[config.mk]
export PLATFORM = sky130hd
export DESIGN_NAME = ps2_scan_sequencer_flat
export DESIGN_NICKNAME = d
export VERILOG_FILES = /design/src/rtl/ps2_scan_if.sv /design/src/rtl/ps2_scan_sequencer.sv /design/src/flat_wrapper.sv
export SDC_FILE = /design/constraint.sdc
export NUM_CORES = 1
export LEC_CHECK = 0
export ABC_AREA = 1
export CORE_AREA = 2 2 88 56
export DETAILED_ROUTE_END_ITERATION = 10
export DIE_AREA = 0 0 90 58
export PLACE_DENSITY = 0.82
export SLEW_MARGIN = 20
export SYNTH_ARGS = -nofsm -noshare
export SYNTH_HDL_FRONTEND = slang
export SYNTH_SLANG_ARGS = --single-unit
export TNS_END_PERCENT = 1
[constraint.sdc]
create_clock -name CLOCK_50 -period 2.15 [get_ports CLOCK_50]
set_clock_uncertainty 0.1 [all_clocks]
set_input_delay 0.215 -clock CLOCK_50 [delete_from_list [all_inputs] [get_ports CLOCK_50]]
set_output_delay 0.215 -clock CLOCK_50 [all_outputs]
set_load 0.02 [all_outputs]
[src/rtl/ps2_scan_if.sv]
// rtl/ps2_scan_if.sv - scan code word handshake between the PS/2 sequencer and its consumer
interface ps2_scan_if;
  logic [7:0] code;
  logic       is_break;
  logic       is_ext;
  logic       code_valid;
  logic       code_ready;

  modport master (
    output code,
    output is_break,
    output is_ext,
    output code_valid,
    input  code_ready
  );

  modport slave (
    input  code,
    input  is_break,
    input  is_ext,
    input  code_valid,
    output code_ready
  );
endinterface

[src/rtl/ps2_scan_sequencer.sv]
// rtl/ps2_scan_sequencer.sv - receive-only PS/2 frame sequencer with E0/F0 prefix folding
module ps2_scan_sequencer #(
  parameter int TIMEOUT_CYCLES = 10000,
  parameter int SYNC_STAGES    = 2
) (
  input  logic          CLOCK_50,
  input  logic          Resetn,
  input  logic          ps2_clk,
  input  logic          ps2_dat,
  ps2_scan_if.master    code_if,
  output logic          frame_err,
  output logic          overrun
);

  localparam int            TW     = $clog2(TIMEOUT_CYCLES + 1);
  localparam logic [TW-1:0] T_LAST = TW'(TIMEOUT_CYCLES - 1);

  localparam logic [1:0] ST_IDLE   = 2'd0;
  localparam logic [1:0] ST_DATA   = 2'd1;
  localparam logic [1:0] ST_PARITY = 2'd2;
  localparam logic [1:0] ST_STOP   = 2'd3;

  logic [SYNC_STAGES-1:0] r_clk_sync;
  logic [SYNC_STAGES-1:0] r_dat_sync;
  logic                   r_clk_prev;
  logic                   r_fall;
  logic [1:0]             r_state;
  logic [2:0]             r_bitcnt;
  logic [7:0]             r_shift;
  logic                   r_parity;
  logic [TW-1:0]          r_tcnt;
  logic                   r_frame_err;
  logic                   r_ext_pend;
  logic                   r_brk_pend;
  logic [7:0]             r_code;
  logic                   r_is_break;
  logic                   r_is_ext;
  logic                   r_valid;
  logic                   r_overrun;

  logic w_clk_s;
  logic w_dat_s;
  logic w_byte_done;
  logic w_is_e0;
  logic w_is_f0;
  logic w_publish;
  logic w_timeout;
  logic w_xfer;

  assign w_clk_s = r_clk_sync[SYNC_STAGES-1];
  assign w_dat_s = r_dat_sync[SYNC_STAGES-1];

  always_comb begin
    w_byte_done = r_fall && (r_state == ST_STOP) && w_dat_s && (^{r_shift, r_parity});
    w_is_e0     = (r_shift == 8'hE0);
    w_is_f0     = (r_shift == 8'hF0);
    w_publish   = w_byte_done && !w_is_e0 && !w_is_f0;
    w_timeout   = !r_fall && (r_state != ST_IDLE) && (r_tcnt == T_LAST);
    w_xfer      = r_valid && code_if.code_ready;
  end

  // Sync flops reset high (idle bus level) so reset release never looks like a falling edge.
  always_ff @(posedge CLOCK_50 or negedge Resetn) begin
    if (!Resetn) begin
      r_clk_sync <= '1;
      r_dat_sync <= '1;
      r_clk_prev <= 1'b1;
      r_fall     <= 1'b0;
    end else begin
      r_clk_sync <= {r_clk_sync[SYNC_STAGES-2:0], ps2_clk};
      r_dat_sync <= {r_dat_sync[SYNC_STAGES-2:0], ps2_dat};
      r_clk_prev <= w_clk_s;
      r_fall     <= r_clk_prev & ~w_clk_s;
    end
  end

  always_ff @(posedge CLOCK_50 or negedge Resetn) begin
    if (!Resetn) begin
      r_state     <= ST_IDLE;
      r_bitcnt    <= '0;
      r_shift     <= '0;
      r_parity    <= 1'b0;
      r_tcnt      <= '0;
      r_frame_err <= 1'b0;
    end else begin
      r_frame_err <= 1'b0;
      if (r_fall) begin
        r_tcnt <= '0;
        case (r_state)
          ST_IDLE: begin
            if (!w_dat_s) begin
              r_state  <= ST_DATA;
              r_bitcnt <= '0;
            end else begin
              r_frame_err <= 1'b1;
            end
          end
          ST_DATA: begin
            r_shift  <= {w_dat_s, r_shift[7:1]};
            r_bitcnt <= r_bitcnt + 3'd1;
            if (r_bitcnt == 3'd7) r_state <= ST_PARITY;
          end
          ST_PARITY: begin
            r_parity <= w_dat_s;
            r_state  <= ST_STOP;
          end
          ST_STOP: begin
            r_state <= ST_IDLE;
            if (!w_byte_done) r_frame_err <= 1'b1;
          end
          default: r_state <= ST_IDLE;
        endcase
      end else if (r_state != ST_IDLE) begin
        // Timeout drops to IDLE, so the counter parks at T_LAST instead of wrapping.
        if (w_timeout) begin
          r_state     <= ST_IDLE;
          r_frame_err <= 1'b1;
        end else begin
          r_tcnt <= r_tcnt + TW'(1);
        end
      end
    end
  end

  always_ff @(posedge CLOCK_50 or negedge Resetn) begin
    if (!Resetn) begin
      r_ext_pend <= 1'b0;
      r_brk_pend <= 1'b0;
      r_code     <= '0;
      r_is_break <= 1'b0;
      r_is_ext   <= 1'b0;
      r_valid    <= 1'b0;
      r_overrun  <= 1'b0;
    end else begin
      if (w_timeout) begin
        r_ext_pend <= 1'b0;
        r_brk_pend <= 1'b0;
      end else if (w_byte_done) begin
        if (w_is_e0) begin
          r_ext_pend <= 1'b1;
        end else if (w_is_f0) begin
          r_brk_pend <= 1'b1;
        end else begin
          r_ext_pend <= 1'b0;
          r_brk_pend <= 1'b0;
        end
      end

      // A publish coinciding with a transfer reloads; otherwise a held word wins and the new one is lost.
      if (w_publish) begin
        if (!r_valid || code_if.code_ready) begin
          r_code     <= r_shift;
          r_is_break <= r_brk_pend;
          r_is_ext   <= r_ext_pend;
          r_valid    <= 1'b1;
        end else begin
          r_overrun <= 1'b1;
        end
      end else if (w_xfer) begin
        r_valid <= 1'b0;
      end
    end
  end

  assign code_if.code       = r_code;
  assign code_if.is_break   = r_is_break;
  assign code_if.is_ext     = r_is_ext;
  assign code_if.code_valid = r_valid;
  assign frame_err          = r_frame_err;
  assign overrun            = r_overrun;

endmodule

[src/flat_wrapper.sv]
// flat-port wrapper written by rule: the top's interface ports become plain ports
module ps2_scan_sequencer_flat 
#(
  parameter int TIMEOUT_CYCLES = 10000,
  parameter int SYNC_STAGES    = 2
)
  (CLOCK_50, Resetn, ps2_clk, ps2_dat, frame_err, overrun, code_if_code, code_if_is_break, code_if_is_ext, code_if_code_valid, code_if_code_ready);
  ps2_scan_if code_if_i ();
  input  logic CLOCK_50;
  input  logic Resetn;
  input  logic ps2_clk;
  input  logic ps2_dat;
  output logic frame_err;
  output logic overrun;
  output wire logic [$bits(code_if_i.code)-1:0] code_if_code;
  output wire logic [$bits(code_if_i.is_break)-1:0] code_if_is_break;
  output wire logic [$bits(code_if_i.is_ext)-1:0] code_if_is_ext;
  output wire logic [$bits(code_if_i.code_valid)-1:0] code_if_code_valid;
  input wire logic [$bits(code_if_i.code_ready)-1:0] code_if_code_ready;
  assign code_if_code = code_if_i.code;
  assign code_if_is_break = code_if_i.is_break;
  assign code_if_is_ext = code_if_i.is_ext;
  assign code_if_code_valid = code_if_i.code_valid;
  assign code_if_i.code_ready = code_if_code_ready;
  ps2_scan_sequencer #(.TIMEOUT_CYCLES(TIMEOUT_CYCLES), .SYNC_STAGES(SYNC_STAGES)) u_core (.CLOCK_50(CLOCK_50), .Resetn(Resetn), .ps2_clk(ps2_clk), .ps2_dat(ps2_dat), .code_if(code_if_i), .frame_err(frame_err), .overrun(overrun));
endmodule
==> impl_results.md, run 1 <==
- Status: finished clean
- Later-pin clock latency in the skew report: 300 ps
- FMAX: 0.518 GHz
- Setup slack, reg-to-reg: 220 ps
- Clock-pin transition on the worst setup and hold timing paths: 90 ps
- Final Hold Fails: 0
- Starting Density: 0.563
- Mapped Cells: 313
- Die Ht: 58 um
- Crit start category: flop
- DRC: 0
- Cts bufs inserted: 5
- R2r startpoint: u_core.r_state[1]$_DFFE_PN0P_
- Setup CP Type: flop to flop
- Final Max Slew Viols: 0
- Syn-to-layout area delta: 17.1%
- Via/cell ratio: 5.39
- Largest vdd supply drop: 0.000476 V
- Worst Hold End: u_core.r_clk_sync[0]$_DFF_PN1_
- Switch share: 0.379
- RePlAce Congestion: 0.912
- Asr flop ratio synth: 1.00
- Final setup fails: 0
- H-tree levels: 2
- First-pass GRT wire length: 9260 um
- IO Pins: 18
- Sequential power share: 0.417
- Hold WC Path Type: input port to flop
- CP max FO: 14
- Largest net degree at the start of global routing: 29
- Main synth FF type: dfrtp_1
- Post-Syn Area: 0.00249 mm2
- Static leakage power: 1.40 nW
- Sequential Area: 0.00123 mm2
- Required time of the critical path: 2260 ps
- Area of the multi-input gates: 0.00112 mm2
- Delay-heaviest family, CP: buffers and inverters
- CP arrival: 2040 ps
- CTS Sinks: 49
- Reg2Reg Depth: 10
- Die area: 0.00522 mm2
- Seq cells post-synth: 49
- Overflow after GRT: 0
- CTS root buffer: clkbuf_8
- Most instantiated library cell after synthesis: nand2_1
- DR iter-0 viols: 284
- Row Count: 19
- Detailed Route WL: 5420 um
- Routed Antenna Nets: 0
- Worst slew margin: 0.648
- Slew @ Worst Pin: 528 ps
- Post-DP HPWL: 3830 um
- Buffers on Ports: 17
- Clock power share: 0.246
- Fillers: 379
- Power Density: 1080 mW/mm2
- Initial DRT Pass Iterations: 5
- Die width: 90 um
- Synth top cells by count: nand2_1, dfrtp_1, inv_1
- ANT cells: 0
- Worst path most repeated cell: inv_1
- Wire length per cell: 13.5 um
- GRT Util Overall: 0.225
- Critical Path Max Stage Delay: 410 ps
- Dominant cells by area after synthesis: dfrtp_1, nand2_1, dfstp_2
- Max Root-Sink Buffers: 2
- Vias: 2,168
- Net switching power: 1.20 mW
- CTS tree: done
- Internal: 1.96 mW
- Share of layout cells above drive strength 1: 0.0944
- Post-synth EDFFs: 0
- Yosys warns: 0
- Critical path cell sequence: inv_1 > ha_1 > inv_1 > nand4_1 > nor2_1 > nand2_2 > o21ai_2 > buf_4 > nand2_1 > o31ai_1
- Core Box Area: 0.00442 mm2
- Setup TNS Final: 0 ps
- Post-synth top area cell: dfrtp_1
- Crit path time final: 1930 ps
- RSZ-0062 raised after global routing: no
- Buf/Inv on CP: 3
- Hold-critical path depth: 1
- Final hold slack: 211 ps
- R2R Path End: u_core.r_tcnt[5]$_DFFE_PN0P_
- Nets: 350
- Fraction of the yosys area taken by sequential cells: 0.495
- Max_cap viols: 0
- Logic pwr share: 0.337
- Final Cycle Share: 0.898
- Worst setup EP type: flop
- Mapped Avg Cell Area: 7.95 um2
- Slowest cell on the critical path: dfrtp_1
- Vias in the first global route: 1,937
- Hold wc startpoint: ps2_clk
- Count of cell types in the netlist: 26
- Top cell type's share of synthesized area: 0.443
- Synth Net Count: 325
- Initial antenna violation count: 0
## registers in the layout, indices dropped and copies added, names as in the netlist, 2 cells and up
name / count
u_core.r_clk_sync: 2
u_core.r_bitcnt: 3
u_core.code_if.code: 8
u_core.r_tcnt: 14
u_core.r_dat_sync: 2
u_core.r_shift: 8
u_core.r_state: 2
## per-stage QoR
step                total power [mW]   util  worst slack, ps  area, um2  cells
finish                          3.16  0.659              218       2910    402
global route                    3.39  0.659             46.3       2910    402
CTS                             3.16  0.656             59.7       2900    402
detailed placement              2.38  0.624             94.1       2760    393
global placement                2.32  0.624              192       2760    393
floorplan                       2.07      -              503       2490    313
## power groups by stage
| stage | Clock (mW) | Sequential (mW) | Combinational, mW |
|---|---|---|---|
| 2_1_floorplan | 0 | 1.31 | 0.760 |
| 3_3_place_gp | 0 | 1.31 | 1.00 |
| 3_5_place_dp | 0 | 1.33 | 1.05 |
| 4_1_cts | 0.780 | 1.31 | 1.07 |
| 5_1_grt | 0.826 | 1.34 | 1.22 |
| 6_report | 0.776 | 1.32 | 1.07 |
## cell type report
cell class              count  area share
well taps                  63      0.0271
inverters                  28      0.0361
clock buffers               5      0.0236
multi-input cells         229       0.385
flip-flops and latches     49       0.423
repair buffers             25      0.0825
clock inverters             3      0.0223
## worst register-to-register path, delay by kind of cell (launching register included)
| kind | cells | cell delay, ps |
|---|---|---|
| compound gates | 2 | 240 |
| fa+ha+maj | 1 | 220 |
| buf+inv | 3 | 510 |
| flops | 1 | 410 |
| simple gates | 4 | 370 |
## worst max path at each step
stage,from,end,slack (ps),cells past startpoint
after floorplan,u_core.r_state[0]$_DFFE_PN0P_,u_core.r_tcnt[0]$_DFFE_PN0P_,500,10
after CTS,u_core.r_shift[3]$_DFFE_PN0P_,u_core.code_if.is_ext$_DFFE_PN0P_,60,7
after detailed placement,u_core.r_shift[3]$_DFFE_PN0P_,u_core.code_if.code[7]$_DFFE_PN0P_,90,7
final,u_core.r_state[1]$_DFFE_PN0P_,u_core.r_tcnt[5]$_DFFE_PN0P_,220,10
after global routing,u_core.r_shift[2]$_DFFE_PN0P_,u_core.code_if.code[0]$_DFFE_PN0P_,50,12
after global placement,u_core.r_shift[0]$_DFFE_PN0P_,u_core.code_if.code[3]$_DFFE_PN0P_,190,7
## metal layers
layer	part of all wire	wire, um	global-route usage	up-vias
li1	-	-	-	1065
met1	0.49	2650	0.334	1007
met3	0.072	391	0.0494	7
met5	0	0	0	-
met2	0.43	2320	0.338	89
met4	0.010	55	0.0681	0
## repair_timing
action | CTS | global route
gates resized for setup | 0 | 2
endpoints found under the setup margin | 0 | 10
hold buffers | 1 | 0
hold endpoints to repair | 16 | 0
buffers inserted | 0 | 0
## cells by family (layout without fill, tap and decap cells)
group,count (synthesis),after routing,synth area share
AND/OR/NAND/NOR,183,183,0.312
flip-flops,49,49,0.495
buffers and inverters,35,61,0.0573
AO/OA/AOI/OAI,32,32,0.0750
adder cells (fa/ha/maj),7,7,0.0352
XOR/XNOR,7,7,0.0246
## placed cells by master (no fill, tap or decap), types with 3 or more instances in the layout
master,instances
a21oi_1,5
buf_4,6
clkbuf_8,5
clkdlybuf4s50_1,16
dfrtp_1,44
dfstp_2,5
ha_1,7
inv_1,25
inv_2,3
nand2_1,118
nand2_2,3
nand3_1,14
nand4_1,14
nor2_1,21
nor3_1,7
nor4_1,3
o21ai_0,17
o31ai_1,6
xor2_1,5
Note: power is estimated with default switching activity, not from simulation.
==> run 2, diff against run 1 <==
Settings changed: CTS_CLUSTER_DIAMETER set to 150.
==> results of run 2 <==
Final layout, timing and power as in run 1 (identical DEF).
==> run 3, diff against run 2 <==
Settings changed: SKIP_LAST_GASP set to 1.
==> results of run 3 <==
Final layout, timing and power as in run 1 (identical DEF).
